--- config.mk ---
export PLATFORM = sky130hd
export DESIGN_NAME = apb_spi_slave
export DESIGN_NICKNAME = d
export VERILOG_FILES = /design/src/rtl/spi_slave_pkg.sv /design/src/rtl/spi_slave_fifo.sv /design/src/rtl/apb_spi_slave.sv
export SDC_FILE = /design/constraint.sdc
export NUM_CORES = 1
export LEC_CHECK = 0
export ABC_AREA = 1
export CELL_PAD_IN_SITES_DETAIL_PLACEMENT = 0
export CELL_PAD_IN_SITES_GLOBAL_PLACEMENT = 2
export CORE_ASPECT_RATIO = 1.2
export CORE_MARGIN = 2
export CORE_UTILIZATION = 33
export CTS_BUF_LIST = sky130_fd_sc_hd__clkbuf_16
export DETAILED_ROUTE_END_ITERATION = 8
export HOLD_SLACK_MARGIN = 0.02
export PLACE_DENSITY_LB_ADDON = 0.1
export SLEW_MARGIN = 20
export SYNTH_ARGS = -nofsm -noshare
export SYNTH_HDL_FRONTEND = slang
export SYNTH_SLANG_ARGS = --single-unit
--- constraint.sdc ---
create_clock -name HCLK -period 2.42 [get_ports HCLK]
set_clock_uncertainty 0.15 [all_clocks]
set_input_delay 0.484 -clock HCLK [delete_from_list [all_inputs] [get_ports HCLK]]
set_output_delay 0.484 -clock HCLK [all_outputs]
set_load 0.01 [all_outputs]
--- src/rtl/spi_slave_pkg.sv ---
// Shared definitions for the APB SPI slave: register word offsets (PADDR[3:2]),
// STATUS/CTRL bit positions, FSM state encoding and the underflow fill byte.
package spi_slave_pkg;
  // Word offsets decoded from PADDR[3:2]
  localparam logic [1:0] ADDR_STATUS = 2'd0; // 0x0
  localparam logic [1:0] ADDR_TXDATA = 2'd1; // 0x4
  localparam logic [1:0] ADDR_RXDATA = 2'd2; // 0x8
  localparam logic [1:0] ADDR_CTRL   = 2'd3; // 0xC

  localparam int STAT_BUSY      = 0;
  localparam int STAT_RXOVF     = 1;
  localparam int STAT_TXUDF     = 2;
  localparam int STAT_ABORT     = 3;
  localparam int STAT_TXOVF     = 4;
  localparam int STAT_TXCNT_LSB = 8;
  localparam int STAT_RXCNT_LSB = 16;

  localparam int CTRL_EN        = 0;
  localparam int CTRL_SWRST     = 1;
  localparam int CTRL_RXIE      = 2;
  localparam int CTRL_TXIE      = 3;
  localparam int CTRL_RXTH_LSB  = 4;
  localparam int CTRL_TXTH_LSB  = 12;

  // Shifted out when the master clocks a byte and the TX FIFO is empty
  localparam logic [7:0] UDF_FILL = 8'hFF;

  typedef enum logic [1:0] {ST_IDLE, ST_LOAD, ST_SHIFT} spi_state_e;
endpackage

--- src/rtl/spi_slave_fifo.sv ---
// Byte FIFO with valid/ready on both sides.
// Ports: clk_i/rst_ni (async active-low), clr_i (sync flush, beats push/pop),
//   in_valid_i/in_ready_o/in_data_i push side, out_valid_o/out_ready_i/out_data_o
//   pop side, elements_o current fill level.
// A full FIFO still accepts a push in a cycle where it is also popped.
module spi_slave_fifo #(
  parameter int unsigned DEPTH = 8,
  parameter int unsigned CW    = $clog2(DEPTH) + 1
) (
  input  logic          clk_i,
  input  logic          rst_ni,
  input  logic          clr_i,
  input  logic          in_valid_i,
  output logic          in_ready_o,
  input  logic [7:0]    in_data_i,
  output logic          out_valid_o,
  input  logic          out_ready_i,
  output logic [7:0]    out_data_o,
  output logic [CW-1:0] elements_o
);
  localparam int unsigned AW = $clog2(DEPTH);

  logic [7:0]    mem_q [DEPTH];
  logic [AW-1:0] wptr_q, rptr_q;
  logic [CW-1:0] cnt_q;
  logic          push, pop;

  assign out_valid_o = (cnt_q != '0);
  assign in_ready_o  = (cnt_q != CW'(DEPTH)) | out_ready_i;
  assign push        = in_valid_i & in_ready_o & ~clr_i;
  assign pop         = out_ready_i & out_valid_o & ~clr_i;
  assign out_data_o  = mem_q[rptr_q];
  assign elements_o  = cnt_q;

  always_ff @(posedge clk_i or negedge rst_ni) begin
    if (!rst_ni) begin
      wptr_q <= '0;
      rptr_q <= '0;
      cnt_q  <= '0;
    end else if (clr_i) begin
      wptr_q <= '0;
      rptr_q <= '0;
      cnt_q  <= '0;
    end else begin
      if (push) wptr_q <= wptr_q + AW'(1);
      if (pop)  rptr_q <= rptr_q + AW'(1);
      cnt_q <= cnt_q + CW'(push) - CW'(pop);
    end
  end

  always_ff @(posedge clk_i) begin
    if (push) mem_q[wptr_q] <= in_data_i;
  end
endmodule

--- src/rtl/apb_spi_slave.sv ---
// APB-programmed SPI slave (mode 0, MSB first, 8-bit frames) with TX/RX byte FIFOs.
// Ports: HCLK/HRESETn (async active-low), APB slave (PADDR, PWDATA, PWRITE, PSEL,
//   PENABLE, PRDATA, PREADY=1, PSLVERR=0), events_o interrupt, SPI pins
//   spi_sclk/spi_csn/spi_sdi in, spi_sdo/spi_oe out.
// Optional: define SPI_SLAVE_IRQ_EN to build the FIFO-threshold interrupt and the
//   CTRL[19:2] fields; otherwise events_o is 0 and those CTRL bits read 0.
import spi_slave_pkg::*;

module apb_spi_slave #(
  parameter int unsigned BUFFER_DEPTH   = 8,
  parameter int unsigned APB_ADDR_WIDTH = 12
) (
  input  logic                      HCLK,
  input  logic                      HRESETn,
  input  logic [APB_ADDR_WIDTH-1:0] PADDR,
  input  logic [31:0]               PWDATA,
  input  logic                      PWRITE,
  input  logic                      PSEL,
  input  logic                      PENABLE,
  output logic [31:0]               PRDATA,
  output logic                      PREADY,
  output logic                      PSLVERR,
  output logic                      events_o,
  input  logic                      spi_sclk,
  input  logic                      spi_csn,
  input  logic                      spi_sdi,
  output logic                      spi_sdo,
  output logic                      spi_oe
);
  localparam int unsigned CW = $clog2(BUFFER_DEPTH) + 1;

  // ---------------- pin synchronizers ([1] = synced, [2] = edge-detect) -----
  logic [2:0] sclk_q, csn_q;
  logic [1:0] sdi_q;
  always_ff @(posedge HCLK or negedge HRESETn) begin
    if (!HRESETn) begin
      sclk_q <= 3'b000;
      csn_q  <= 3'b111;
      sdi_q  <= 2'b00;
    end else begin
      sclk_q <= {sclk_q[1:0], spi_sclk};
      csn_q  <= {csn_q[1:0], spi_csn};
      sdi_q  <= {sdi_q[0], spi_sdi};
    end
  end
  logic sclk_rise, sclk_fall, csn_fall, csn_rise, sdi_s;
  assign sclk_rise = sclk_q[1] & ~sclk_q[2];
  assign sclk_fall = ~sclk_q[1] & sclk_q[2];
  assign csn_fall  = ~csn_q[1] & csn_q[2];
  assign csn_rise  = csn_q[1] & ~csn_q[2];
  assign sdi_s     = sdi_q[1];

  // ---------------- APB decode ----------------------------------------------
  logic [1:0] reg_sel;
  logic apb_wr, apb_rd, wr_ctrl, wr_stat, wr_tx, rd_rx;
  assign reg_sel = PADDR[3:2];
  assign apb_wr  = PSEL & PENABLE & PWRITE;
  assign apb_rd  = PSEL & PENABLE & ~PWRITE;
  assign wr_ctrl = apb_wr & (reg_sel == ADDR_CTRL);
  assign wr_stat = apb_wr & (reg_sel == ADDR_STATUS);
  assign wr_tx   = apb_wr & (reg_sel == ADDR_TXDATA);
  assign rd_rx   = apb_rd & (reg_sel == ADDR_RXDATA);

  logic unused_apb;
  assign unused_apb = ^{PADDR, PWDATA};

  // ---------------- CTRL ----------------------------------------------------
  logic en_q, swrst_q;
  always_ff @(posedge HCLK or negedge HRESETn) begin
    if (!HRESETn) begin
      en_q    <= 1'b0;
      swrst_q <= 1'b0;
    end else begin
      swrst_q <= wr_ctrl & PWDATA[CTRL_SWRST];
      if (wr_ctrl) en_q <= PWDATA[CTRL_EN];
    end
  end

  // ---------------- FIFOs ---------------------------------------------------
  logic          tx_in_rdy, tx_valid, tx_pop, rx_in_rdy, rx_valid, rx_push;
  logic [7:0]    tx_data, rx_data, rx_byte;
  logic [CW-1:0] tx_cnt, rx_cnt;

  spi_slave_fifo #(.DEPTH(BUFFER_DEPTH)) u_tx_fifo (
    .clk_i(HCLK), .rst_ni(HRESETn), .clr_i(swrst_q),
    .in_valid_i(wr_tx), .in_ready_o(tx_in_rdy), .in_data_i(PWDATA[7:0]),
    .out_valid_o(tx_valid), .out_ready_i(tx_pop), .out_data_o(tx_data),
    .elements_o(tx_cnt)
  );

  spi_slave_fifo #(.DEPTH(BUFFER_DEPTH)) u_rx_fifo (
    .clk_i(HCLK), .rst_ni(HRESETn), .clr_i(swrst_q),
    .in_valid_i(rx_push), .in_ready_o(rx_in_rdy), .in_data_i(rx_byte),
    .out_valid_o(rx_valid), .out_ready_i(rd_rx), .out_data_o(rx_data),
    .elements_o(rx_cnt)
  );

  // ---------------- shift FSM -----------------------------------------------
  spi_state_e state_q, state_d;
  logic [2:0] bitcnt_q, bitcnt_d;
  logic [6:0] rxsh_q, rxsh_d;
  logic [7:0] txsh_q, txsh_d;
  logic       reload_q, reload_d; // byte boundary seen, next fall reloads txsh
  logic       load, set_udf, set_abort;

  assign rx_byte = {rxsh_q, sdi_s};

  always_comb begin
    state_d   = state_q;
    bitcnt_d  = bitcnt_q;
    rxsh_d    = rxsh_q;
    txsh_d    = txsh_q;
    reload_d  = reload_q;
    load      = 1'b0;
    rx_push   = 1'b0;
    set_abort = 1'b0;
    if (swrst_q) begin
      state_d  = ST_IDLE;
      bitcnt_d = '0;
      reload_d = 1'b0;
    end else if (state_q != ST_IDLE && (!en_q || csn_rise)) begin
      state_d   = ST_IDLE;
      set_abort = (bitcnt_q != 3'd0);
      bitcnt_d  = '0;
      reload_d  = 1'b0;
    end else begin
      case (state_q)
        ST_IDLE: if (csn_fall && en_q) state_d = ST_LOAD;
        ST_LOAD: begin
          load     = 1'b1;
          bitcnt_d = '0;
          state_d  = ST_SHIFT;
        end
        ST_SHIFT: begin
          if (sclk_rise) begin
            rxsh_d   = rx_byte[6:0];
            bitcnt_d = bitcnt_q + 3'd1;
            if (bitcnt_q == 3'd7) begin
              rx_push  = 1'b1;
              reload_d = 1'b1;
            end
          end else if (sclk_fall) begin
            if (reload_q) begin
              load     = 1'b1;
              reload_d = 1'b0;
            end else begin
              txsh_d = {txsh_q[6:0], 1'b0};
            end
          end
        end
        default: state_d = ST_IDLE;
      endcase
    end
    // LOAD action; an empty FIFO (even with a same-cycle APB push) underflows
    tx_pop  = load;
    set_udf = load & ~tx_valid;
    if (load) txsh_d = tx_valid ? tx_data : UDF_FILL;
  end

  always_ff @(posedge HCLK or negedge HRESETn) begin
    if (!HRESETn) begin
      state_q  <= ST_IDLE;
      bitcnt_q <= '0;
      rxsh_q   <= '0;
      txsh_q   <= '0;
      reload_q <= 1'b0;
    end else begin
      state_q  <= state_d;
      bitcnt_q <= bitcnt_d;
      rxsh_q   <= rxsh_d;
      txsh_q   <= txsh_d;
      reload_q <= reload_d;
    end
  end

  assign spi_oe  = (state_q != ST_IDLE);
  assign spi_sdo = spi_oe & txsh_q[7];

  // ---------------- sticky flags, STATUS[4:1] = {tx_ovf, abort, tx_udf, rx_ovf}
  logic [3:0] flags_q, flags_set, flags_clr;
  assign flags_set = {wr_tx & ~tx_in_rdy, set_abort, set_udf, rx_push & ~rx_in_rdy};
  assign flags_clr = wr_stat ? PWDATA[STAT_TXOVF:STAT_RXOVF] : 4'h0;
  always_ff @(posedge HCLK or negedge HRESETn) begin
    if (!HRESETn)     flags_q <= '0;
    else if (swrst_q) flags_q <= '0;
    else              flags_q <= (flags_q & ~flags_clr) | flags_set;
  end

  // ---------------- optional threshold interrupt -----------------------------
  logic [31:0] ctrl_rd;
`ifdef SPI_SLAVE_IRQ_EN
  logic       rxie_q, txie_q, events_q;
  logic [7:0] rxth_q, txth_q;
  always_ff @(posedge HCLK or negedge HRESETn) begin
    if (!HRESETn) begin
      rxie_q   <= 1'b0;
      txie_q   <= 1'b0;
      rxth_q   <= '0;
      txth_q   <= '0;
      events_q <= 1'b0;
    end else begin
      if (wr_ctrl) begin
        rxie_q <= PWDATA[CTRL_RXIE];
        txie_q <= PWDATA[CTRL_TXIE];
        rxth_q <= PWDATA[CTRL_RXTH_LSB +: 8];
        txth_q <= PWDATA[CTRL_TXTH_LSB +: 8];
      end
      events_q <= (rxie_q & (8'(rx_cnt) > rxth_q)) | (txie_q & (8'(tx_cnt) < txth_q));
    end
  end
  assign events_o = events_q;
  assign ctrl_rd  = {12'h0, txth_q, rxth_q, txie_q, rxie_q, swrst_q, en_q};
`else
  assign events_o = 1'b0;
  assign ctrl_rd  = {30'h0, swrst_q, en_q};
`endif

  // ---------------- read mux (valid only in the access phase) ---------------
  always_comb begin
    PRDATA = '0;
    if (apb_rd) begin
      case (reg_sel)
        ADDR_STATUS: PRDATA = {8'h0, 8'(rx_cnt), 8'(tx_cnt), 3'b0, flags_q,
                               ~csn_q[1] & en_q};
        ADDR_RXDATA: PRDATA = rx_valid ? {24'h0, rx_data} : 32'h0;
        ADDR_CTRL:   PRDATA = ctrl_rd;
        default:     PRDATA = '0;
      endcase
    end
  end

  assign PREADY  = 1'b1;
  assign PSLVERR = 1'b0;
endmodule

==> impl_metrics.tcl <==
set metrics [dict create \
    hold_class "reg -> reg" \
    numCtsBuffers 17 \
    via_count 5905 \
    swShare 0.363 \
    peakVddDrop_mv 0.514 \
    portBuffers 35 \
    cp.required_ns 1.79 \
    synthDistinctLibCells 40 \
    synth_area_per_cell_um2 10.2 \
    path_clk_slew_ns 0.07 \
    gr-usage-all-layers 0.170 \
    reg2reg_from "state_q[0]$_DFFE_PN0P_" \
    row_count 63 \
    violations "setup timing" \
    die_w_um 150 \
    syn_to_final_growth_pct 25.2 \
    layout.nets 1008 \
    gp_congestion 0.781 \
    dp_slack_ns -0.577 \
    die_h_um 179 \
    async_flop_share 0.301 \
    fin_cells 1267 \
    synth.top_cell.area_share 0.458 \
    worst_slack_ns -0.0488 \
    start_kind "input port" \
    combPwrFrac 0.355 \
    r2r_slack_ns -0.01 \
    clockPowerShare 0.263 \
    clockBufferDepth 2 \
    synth-seq-cells 183 \
    first_global_vias 6108 \
    timing.final.crit_share 1.02 \
    tritoncts "built" \
    ioPinCount 89 \
    synth_edf_count 128 \
    overflow 0 \
    synth_warnings 0 \
    grt_start_max_net_pins 42 \
    p_leak_nw 4.42 \
    path_max_fanout 6 \
    wl_per_cell_um 17.0 \
    min_to "sclk_q[1]$_DFF_PN0_" \
    drive_gt1_frac 0.240 \
    synthTopCellsByArea "edfxtp_1 (46%), dfrtp_1 (16%), nand2_1 (7.4%), nor2_1 (5.0%), o21ai_0 (4.4%)" \
    grt_pass1_wl_mm 33.4 \
    layout_min_cycle_time_ns 2.47 \
    cp_data_arrival_time_ns 1.83 \
    synth_cells 820 \
    dp_hpwl_mm 15.0 \
    setup_viol 6 \
    hold_start "sclk_q[0]$_DFF_PN0_" \
    crit_type "in -> out" \
    r2r_end "u_tx_fifo.elements_o[1]$_DFF_PN0_" \
    synth_flop_cell "edfxtp_1" \
    seq_area_frac_synth 0.623 \
    reg2reg_depth 16 \
    final_antenna_net_count 0 \
    core_area_um2 24800 \
    ys_top_cells_by_count "nand2_1 (166), edfxtp_1 (128), nor2_1 (112)" \
    post_drt_via_cell_ratio 4.66 \
    crit_path_start "PADDR[2]" \
    max_freq_mhz 405 \
    timing.hold.ws_ns 0.203 \
    yosysTopAreaCell "edfxtp_1" \
    diodes 0 \
    cap_violations 0 \
    wl_mm 21.5 \
    drc 0 \
    nFillCells 2429 \
    die_area_um2 26700 \
    power.density_nw_per_um2 981 \
    dp_cells 1225 \
    end_kind "output port" \
    root_buffer "clkbuf_16" \
    hold_violations 0 \
    p_seq_frac 0.382 \
    dr.pass1.iters 4 \
    power.internal_mw 6.57 \
    initial_core_util 0.338 \
    min_path_cells 0 \
    status "complete, but fails checks" \
    clk_latency_ns 0.43 \
    rsz0062_at_grt "yes" \
    antenna_found_initial 0 \
    clkSinkCount 183 \
    htreeDepth 4 \
    slew_viol_final 0 \
    switchingPower_mw 3.74 \
    synth.most_common_cell "nand2_1" \
    drt_iter0_markers 277 \
    mappedNetlistArea_um2 8390 \
]
==> state kept, by name, indices dropped and copies added (netlist names), 4 cells and up <==
name / cells
u_rx_fifo.mem_q: 64
u_rx_fifo.elements_o: 4
flags_q: 4
u_tx_fifo.elements_o: 4
rxsh_q: 7
u_tx_fifo.mem_q: 64
txsh_q: 8
==> layout by cell type, fill, tap and decap left out, types with 3 or more instances in the layout <==
cell type / count
a21oi_1: 11
a21oi_2: 8
buf_12: 6
buf_2: 17
buf_4: 73
buf_6: 3
clkbuf_16: 17
clkdlybuf4s50_1: 15
clkinv_8: 3
clkinvlp_4: 3
conb_1: 19
dfrtp_1: 51
dfstp_2: 3
dlygate4sd2_1: 3
edfxtp_1: 128
ha_1: 19
ha_4: 5
inv_1: 62
inv_2: 10
inv_4: 4
inv_6: 4
inv_8: 4
nand2_1: 163
nand2_2: 6
nand2_4: 4
nand3_1: 39
nand3_2: 4
nand4_1: 5
nor2_1: 104
nor2_2: 7
nor2_4: 4
nor3_2: 16
o21ai_0: 55
o21ai_1: 26
o21ai_2: 7
o22ai_1: 3
xor2_1: 5
==> critical path, cell delays in order <==
cell and delay [ns]:
clkdlybuf4s50_1 0.42, buf_4 0.15, nor2_4 0.16, buf_4 0.17, nand2_1 0.09, a21oi_2 0.19
buf_2 0.15
==> routing by layer <==
layer  GRT usage  vias up  part of all wire
met3      0.0229       32             0.020
met1       0.191     2871              0.40
met4      0.0762        0             0.027
li1            -     2922                 -
met2       0.317       80              0.55
met5           0        -                 0
==> power groups by stage <==
| stage | sequential (mW) | combinational [mW] | clock, mW |
|---|---|---|---|
| floorplan | 3.89 | 2.23 | 0 |
| global placement | 3.99 | 3.30 | 0 |
| detailed placement | 4.00 | 3.35 | 0 |
| CTS | 3.94 | 3.65 | 2.80 |
| global route | 3.98 | 4.14 | 2.92 |
| finish | 3.94 | 3.66 | 2.71 |
==> repair_timing <==
item | in CTS | in global routing
pin swaps | 25 | 20
hold buffers | 1 | 0
resized for setup | 114 | 46
setup buffers | 4 | 3
setup endpoints to repair | 23 | 71
gates cloned | 3 | 0
hold endpoints to repair | 16 | 0
==> through the flow <==
| stage | total power, mW | setup TNS (ns) | area [um2] | util |
|---|---|---|---|---|
| 2_1_floorplan | 6.12 | 0 | 8520 | - |
| 3_3_place_gp | 7.29 | -36.17 | 9610 | 0.387 |
| 3_5_place_dp | 7.35 | -38.14 | 9610 | 0.387 |
| 4_1_cts | 10.4 | -0.553 | 10400 | 0.417 |
| 5_1_grt | 11.0 | -1.16 | 10500 | 0.423 |
| 6_report | 10.3 | -0.133 | 10500 | 0.423 |
==> how the worst max path moves through the flow <==
stage                                        endpoint  cells past startpoint  slack, ns
floorplan           u_tx_fifo.elements_o[1]$_DFF_PN0_                     16      0.004
CTS                                         PRDATA[1]                     10      -0.12
global placement                            PRDATA[7]                      7      -0.58
global route                                PRDATA[6]                      7      -0.13
finish                                      PRDATA[2]                      7      -0.05
detailed placement                          PRDATA[7]                      7      -0.58
==> area by class of cell <==
type | instances | area (um2) | area share
Sequential cell | 183 | 5230 | 0.497
Clock inverter | 15 | 155 | 0.0148
Clock buffer | 17 | 425 | 0.0405
Inverter | 77 | 309 | 0.0294
Multi-Input combinational cell | 528 | 2930 | 0.279
Tap cell | 325 | 407 | 0.0387
Timing Repair Buffer | 122 | 1060 | 0.101
==> cell families (layout without fill, tap and decap cells) <==
group,Yosys count,after routing,synth area share
other cells,2,19,0.000895
buf+inv,126,231,0.0689
flops,183,183,0.623
mux,1,1,0.00134
simple gates,357,357,0.183
compound gates,117,117,0.0740
fa+ha+maj,27,27,0.0421
xor+xnor,7,7,0.00731
(Power assumes the default switching activity.)
